===== src/rtl/dmem_bridge_pkg.sv =====
// rtl/dmem_bridge_pkg.sv - shared types and size encodings for the LSU data-memory bridge
package dmem_bridge_pkg;

   typedef enum logic [1:0] {
      IDLE = 2'd0,
      REQ  = 2'd1,
      WAIT = 2'd2
   } dmem_state_t;

   localparam logic [1:0] SZ_B = 2'b00;
   localparam logic [1:0] SZ_H = 2'b01;
   localparam logic [1:0] SZ_W = 2'b10;

   // Store requests encode size as 01/10/11; map onto the load size encoding.
   function automatic logic [1:0] store_size(input logic [1:0] we);
      case (we)
         2'b01:   store_size = SZ_B;
         2'b10:   store_size = SZ_H;
         default: store_size = SZ_W;
      endcase
   endfunction

endpackage


===== src/rtl/dmem_bridge_if.sv =====
// rtl/dmem_bridge_if.sv - request/grant/response data-memory bus
interface dmem_bridge_if;

   logic        bus_req;
   logic        bus_we;
   logic [31:0] bus_addr;
   logic [3:0]  bus_be;
   logic [31:0] bus_wdata;
   logic        bus_gnt;
   logic        bus_rvalid;
   logic [31:0] bus_rdata;

   modport master (
      output bus_req, bus_we, bus_addr, bus_be, bus_wdata,
      input  bus_gnt, bus_rvalid, bus_rdata
   );

   modport slave (
      input  bus_req, bus_we, bus_addr, bus_be, bus_wdata,
      output bus_gnt, bus_rvalid, bus_rdata
   );

endinterface


===== src/rtl/dmem_lane_align.sv =====
// rtl/dmem_lane_align.sv - byte-enable, write-lane replication and load shift from addr[1:0] and size
module dmem_lane_align
   import dmem_bridge_pkg::*;
(
   input  logic [1:0]  addr_lo,
   input  logic [1:0]  size,
   input  logic [31:0] wr_data,
   output logic [3:0]  be,
   output logic [31:0] wdata,
   output logic [4:0]  shift,
   output logic        misalign
);

   always_comb begin
      be       = 4'b1111;
      wdata    = wr_data;
      misalign = 1'b0;
      case (size)
         SZ_B: begin
            be    = 4'b0001 << addr_lo;
            wdata = {4{wr_data[7:0]}};
         end
         SZ_H: begin
            // Only addr[1] picks the half; an odd address wraps inside the word.
            be       = 4'b0011 << {addr_lo[1], 1'b0};
            wdata    = {2{wr_data[15:0]}};
            misalign = addr_lo[0];
         end
         default: begin
            misalign = (addr_lo != 2'b00);
         end
      endcase
      shift = {addr_lo, 3'b000};
   end

endmodule


===== src/rtl/dmem_bridge.sv =====
// rtl/dmem_bridge.sv - LSU to variable-latency data-memory bridge; DMEM_MISALIGN_CHECK_EN rejects misaligned accesses
module dmem_bridge
   import dmem_bridge_pkg::*;
#(
   parameter int WAIT_MAX = 255
) (
   input  logic          clk,
   input  logic          rst_n,
   input  logic          d_re,
   input  logic [1:0]    d_ld_size,
   input  logic [1:0]    d_we,
   input  logic [31:0]   d_addr,
   input  logic [31:0]   d_wr_data,
   output logic [31:0]   d_rd_data,
   output logic          stall,
   output logic          d_timeout,
   output logic          d_misalign,
   dmem_bridge_if.master bus
);

   localparam int CW = $clog2(WAIT_MAX + 1);

   dmem_state_t   state, state_nxt;
   logic [CW-1:0] cnt;
   logic [4:0]    shift_r;

   logic          access, is_store, req_ok, timeout_hit;
   logic          issue, complete, expire;
   logic [1:0]    acc_size;
   logic [3:0]    la_be;
   logic [31:0]   la_wdata;
   logic [4:0]    la_shift;
   logic          la_misalign;

   assign is_store    = (d_we != 2'b00);
   assign access      = d_re | is_store;
   assign acc_size    = is_store ? store_size(d_we) : d_ld_size;
   assign timeout_hit = (cnt == CW'(WAIT_MAX - 1));

   dmem_lane_align u_lane_align (
      .addr_lo  (d_addr[1:0]),
      .size     (acc_size),
      .wr_data  (d_wr_data),
      .be       (la_be),
      .wdata    (la_wdata),
      .shift    (la_shift),
      .misalign (la_misalign)
   );

`ifdef DMEM_MISALIGN_CHECK_EN
   assign req_ok = access & ~la_misalign;

   always_ff @(posedge clk or negedge rst_n) begin
      if (!rst_n) d_misalign <= 1'b0;
      else        d_misalign <= (state == IDLE) & access & la_misalign;
   end
`else
   logic unused_misalign;
   assign unused_misalign = la_misalign;
   assign req_ok          = access;
   assign d_misalign      = 1'b0;
`endif

   always_ff @(posedge clk or negedge rst_n) begin
      if (!rst_n) state <= IDLE;
      else        state <= state_nxt;
   end

   always_comb begin
      state_nxt = state;
      case (state)
         IDLE: if (req_ok) state_nxt = REQ;
         REQ: begin
            if (bus.bus_gnt & bus.bus_rvalid) state_nxt = IDLE;
            else if (timeout_hit)             state_nxt = IDLE;
            else if (bus.bus_gnt)             state_nxt = WAIT;
         end
         WAIT: if (bus.bus_rvalid | timeout_hit) state_nxt = IDLE;
         default: state_nxt = IDLE;
      endcase
   end

   always_comb begin
      stall       = 1'b0;
      bus.bus_req = 1'b0;
      issue       = 1'b0;
      complete    = 1'b0;
      case (state)
         IDLE: issue = req_ok;
         REQ: begin
            stall       = 1'b1;
            bus.bus_req = 1'b1;
            complete    = bus.bus_gnt & bus.bus_rvalid;
         end
         WAIT: begin
            stall    = 1'b1;
            complete = bus.bus_rvalid;
         end
         default: ;
      endcase
      // A response arriving in the last allowed cycle still completes.
      expire = (state != IDLE) & ~complete & timeout_hit;
   end

   always_ff @(posedge clk or negedge rst_n) begin
      if (!rst_n) begin
         bus.bus_we    <= 1'b0;
         bus.bus_addr  <= 32'h0;
         bus.bus_be    <= 4'h0;
         bus.bus_wdata <= 32'h0;
         shift_r       <= 5'd0;
         cnt           <= '0;
         d_rd_data     <= 32'h0;
         d_timeout     <= 1'b0;
      end else begin
         if (issue) begin
            bus.bus_we    <= is_store;
            bus.bus_addr  <= {d_addr[31:2], 2'b00};
            bus.bus_be    <= la_be;
            bus.bus_wdata <= la_wdata;
            shift_r       <= la_shift;
            cnt           <= '0;
         end else if (state != IDLE) begin
            cnt <= cnt + 1'b1;
         end

         if (complete & ~bus.bus_we) d_rd_data <= bus.bus_rdata >> shift_r;
         else if (expire)            d_rd_data <= 32'h0;

         d_timeout <= expire;
      end
   end

endmodule


===== src/flat_wrapper.sv =====
// flat-port wrapper written by rule: the top's interface ports become plain ports
module dmem_bridge_flat import dmem_bridge_pkg::*;
#(
   parameter int WAIT_MAX = 255
)
  (clk, rst_n, d_re, d_ld_size, d_we, d_addr, d_wr_data, d_rd_data, stall, d_timeout, d_misalign, bus_bus_req, bus_bus_we, bus_bus_addr, bus_bus_be, bus_bus_wdata, bus_bus_gnt, bus_bus_rvalid, bus_bus_rdata);
  dmem_bridge_if bus_i ();
  input  logic clk;
  input  logic rst_n;
  input  logic d_re;
  input  logic [1:0] d_ld_size;
  input  logic [1:0] d_we;
  input  logic [31:0] d_addr;
  input  logic [31:0] d_wr_data;
  output logic [31:0] d_rd_data;
  output logic stall;
  output logic d_timeout;
  output logic d_misalign;
  output wire logic [$bits(bus_i.bus_req)-1:0] bus_bus_req;
  output wire logic [$bits(bus_i.bus_we)-1:0] bus_bus_we;
  output wire logic [$bits(bus_i.bus_addr)-1:0] bus_bus_addr;
  output wire logic [$bits(bus_i.bus_be)-1:0] bus_bus_be;
  output wire logic [$bits(bus_i.bus_wdata)-1:0] bus_bus_wdata;
  input wire logic [$bits(bus_i.bus_gnt)-1:0] bus_bus_gnt;
  input wire logic [$bits(bus_i.bus_rvalid)-1:0] bus_bus_rvalid;
  input wire logic [$bits(bus_i.bus_rdata)-1:0] bus_bus_rdata;
  assign bus_bus_req = bus_i.bus_req;
  assign bus_bus_we = bus_i.bus_we;
  assign bus_bus_addr = bus_i.bus_addr;
  assign bus_bus_be = bus_i.bus_be;
  assign bus_bus_wdata = bus_i.bus_wdata;
  assign bus_i.bus_gnt = bus_bus_gnt;
  assign bus_i.bus_rvalid = bus_bus_rvalid;
  assign bus_i.bus_rdata = bus_bus_rdata;
  dmem_bridge #(.WAIT_MAX(WAIT_MAX)) u_core (.clk(clk), .rst_n(rst_n), .d_re(d_re), .d_ld_size(d_ld_size), .d_we(d_we), .d_addr(d_addr), .d_wr_data(d_wr_data), .d_rd_data(d_rd_data), .stall(stall), .d_timeout(d_timeout), .d_misalign(d_misalign), .bus(bus_i));
endmodule

===== config.mk =====
export PLATFORM = sky130hd
export DESIGN_NAME = dmem_bridge_flat
export DESIGN_NICKNAME = d
export VERILOG_FILES = /design/src/rtl/dmem_bridge_pkg.sv /design/src/rtl/dmem_bridge_if.sv /design/src/rtl/dmem_lane_align.sv /design/src/rtl/dmem_bridge.sv /design/src/flat_wrapper.sv
export SDC_FILE = /design/constraint.sdc
export NUM_CORES = 1
export LEC_CHECK = 0
export CORE_UTILIZATION = 45
export CTS_CLUSTER_SIZE = 40
export DETAILED_ROUTE_END_ITERATION = 8
export PLACE_DENSITY = 0.81
export SETUP_SLACK_MARGIN = 0.02
export SYNTH_ARGS = -nofsm -noshare
export SYNTH_HDL_FRONTEND = slang
export SYNTH_SLANG_ARGS = --single-unit

===== constraint.sdc =====
create_clock -name clk -period 2.32 [get_ports clk]
set_input_delay 0.464 -clock clk [delete_from_list [all_inputs] [get_ports clk]]
set_output_delay 0.464 -clock clk [all_outputs]
set_load 0.01 [all_outputs]

==> flow_metrics.py <==
metrics = {
    "timing": {
        "final.period_utilization_pct": 93.8,
        "relSlewSlack_pct": 57.8,
        "finClkSkew_ns": 0.00500,
        "fmax_mhz": 459,
        "worstMarginPinSlew_ns": 0.632,
        "fin_tns_setup_ns": 0,
        "finalMaxSlewViolations": 0,
        "period_minus_slack_ns": 2.18,
        "rsz0062_at_grt": "no",
        "hold_viol_final": 0,
        "holdWs_ns": 0.112,
        "setup_viol": 0,
    },
    "critical_path": {
        "endpoint_kind": "output port",
        "worst-setup-path-type": "flip-flop to output port",
        "r2r_cells": 5,
        "required_ns": 1.86,
        "worst-path-max-fanout": 3,
        "arrival_ns": 1.71,
        "start_kind": "flip-flop",
        "rrSetupSlack_ns": 0.21,
    },
    "placed_design": {
        "port_buffers": 206,
        "globalplace.congestion": 0.883,
        "dp.cells": 815,
        "dp_hpwl_mm": 12.2,
    },
    "drt": {
        "via_per_inst": 5.85,
        "drc": 0,
        "antenna_left": 0,
        "totalWireLength_mm": 16.4,
        "drt_pass1_iterations": 5,
        "dr_total_vias": 4857,
        "drt_iter0_drc": 301,
        "routedWlPerCell_um": 19.8,
    },
    "yosys": {
        "synth_common_cells": "dfrtp_1 (112), o21ai_0 (50), mux2i_1 (45)",
        "synth_xor_area_share_pct": 0.158,
        "syn_avg_cell_area_sq_um": 11.6,
        "synth_top_family_by_area": "compound AO/OA/AOI/OAI gates",
        "netlist_instances": 479,
        "synth_edf_count": 0,
        "ys_types": 51,
        "yosys-top-cells-area": "dfrtp_1 (50%), mux2_2 (8.1%), mux2i_1 (8.1%), o21ai_0 (4.5%), a21oi_1 (1.9%)",
        "yosys_warnings": 0,
        "ys_async_sr_fraction_pct": 100,
        "synthAdderAreaFrac_pct": 1.58,
        "ys_ff_latch": 112,
        "synth_flop_cell": "dfrtp_1",
        "yosysMostFrequentCell": "dfrtp_1",
        "yosys.area_share.simple_pct": 6.32,
        "yosys.area.top_type_share_pct": 50.4,
        "synth_compound_gate_area_share_pct": 18.7,
        "synth.area.mux_share_pct": 16.6,
        "yosysSeqAreaShare_pct": 50.4,
        "synth_top_area_cell": "dfrtp_1",
        "netlist_area_sq_um": 5560,
    },
    "clocking": {
        "cts.repair.resized": 0,
        "clock_sinks": 112,
        "post_cts_buffers": 0,
        "clk_pin_slew_ns": 0.07,
        "clk_latency_ns": 0.34,
        "cts_buffers": 9,
        "ctsRootBufferMaster": "clkbuf_16",
        "hold_buffers": 0,
        "htree_levels": 3,
        "cts.path.max_buffers": 2,
        "cts_tree": "yes",
    },
    "final_layout": {
        "syn_to_final_growth_pct": 45.2,
        "fin_util_pct": 67.2,
        "final_nets": 791,
        "drive_gt1_share_pct": 13.5,
        "diodes": 0,
        "stdcell_count": 830,
    },
    "pwr": {
        "vdd_drop_max_v": 0.000591,
        "p_leak_uw": 0.00338,
        "power.density_nw_per_um2": 1250,
    },
    "status": {
        "outcome": "complete, no violations",
    },
    "global_route": {
        "antenna_found_initial": 0,
        "grt_max_degree": 44,
        "grt_use_total_pct": 26.0,
        "grt-ovfl-total": 0,
        "grt_pass1_wl_mm": 26.0,
        "grt_pass1_vias": 4936,
    },
    "floorplan": {
        "ios": 210,
        "fp-row-count": 40,
        "fp.coreArea_sq_um": 12000,
        "die_area_sq_um": 12800,
        "dieWidth_um": 113,
        "start_util_pct": 46.3,
        "fp.dieH_um": 113,
    },
    "run": {
        "cap_violations": 0,
    },
    "worst_hold_path": {
        "worstHoldPathType": "primary input to asynchronous set/reset pin",
    },
}
worst max-delay path, stage by stage, from the launching register on:
cell	delay, ns
dfrtp_1	0.39
inv_1	0.09
ha_1	0.34
clkdlybuf4s50_1	0.55
worst paths after layout:
| check | from | end |
|---|---|---|
| max | u_core.state[1] | stall |
| min | rst_n | u_core.d_rd_data[24] |
| max reg2reg | u_core.state[1] | u_core.d_rd_data[28] |
| min reg2reg | u_core.bus.bus_addr[26] | u_core.bus.bus_addr[26] |
| max in group asynchronous | rst_n | u_core.bus.bus_wdata[11] |
| min in group clk | u_core.bus.bus_addr[26] | u_core.bus.bus_addr[26] |
flip-flops by register name, summed over array words and instances, names as in the netlist:
| signal | count |
|---|---|
| u_core.bus.bus_wdata | 32 |
| u_core.bus.bus_we | 1 |
| u_core.d_timeout | 1 |
| u_core.bus.bus_addr | 30 |
| u_core.d_rd_data | 32 |
| u_core.cnt | 8 |
| u_core.state | 2 |
| u_core.bus.bus_be | 4 |
| u_core.shift_r | 2 |
cell type report:
type / count / area [sq um]
Clock buffer: 12 / 246
Clock inverter: 3 / 42.5
Fill cell: 899 / 3940
Inverter: 18 / 67.6
Multi-Input combinational cell: 308 / 2430
Sequential cell: 112 / 2800
Tap cell: 147 / 184
Timing Repair Buffer: 230 / 2300
cell usage in the layout (no fill, tap or decap), types with 9 or more instances in the layout:
| master | instances |
|---|---|
| a21oi_1 | 20 |
| a31oi_1 | 16 |
| dfrtp_1 | 112 |
| clkdlybuf4s50_1 | 205 |
| nand4_1 | 11 |
| mux2_2 | 40 |
| buf_4 | 20 |
| clkbuf_16 | 9 |
| o21ai_0 | 50 |
| nand3_1 | 11 |
| o22ai_1 | 16 |
| inv_1 | 17 |
| mux2i_1 | 45 |
| o2bb2ai_1 | 10 |
through the flow:
step | power (uW) | worst slack, ns | area [sq um]
6_report | 10100 | 0.143 | 8080
5_1_grt | 10700 | 0.111 | 8080
4_1_cts | 10200 | 0.129 | 8070
3_5_place_dp | 8610 | -0.0967 | 7780
3_3_place_gp | 8440 | -0.0345 | 7780
2_1_floorplan | 6000 | 0.493 | 5570
where the power goes:
part	switching, uW	total [uW]	internal [uW]
Clock	682	1540	861
Sequential	571	3420	2840
Combinational	2290	5170	2890
Total	3540	10100	6590
cells by family (layout without fill, tap and decap cells):
kind of cell               count (synthesis)  in the layout
AOI/OAI and AO/OA                        156            156
and+or+nand+nor                           55             55
xor gates and xnor gates                   1              1
other                                      1              3
buffers and inverters                     61            263
adders and majority gates                  7              7
muxes                                     86             86
DFF                                      112            112
per-layer routing:
metal | share of wire, % | wire (um) | global-route usage (%)
met1 | 39 | 6440 | 32.0
met2 | 51 | 8400 | 45.2
met3 | 8.1 | 1330 | 6.32
met4 | 1.7 | 274 | 8.25
met5 | 0 | 0 | 0
Power figures use the tool's default switching activity.
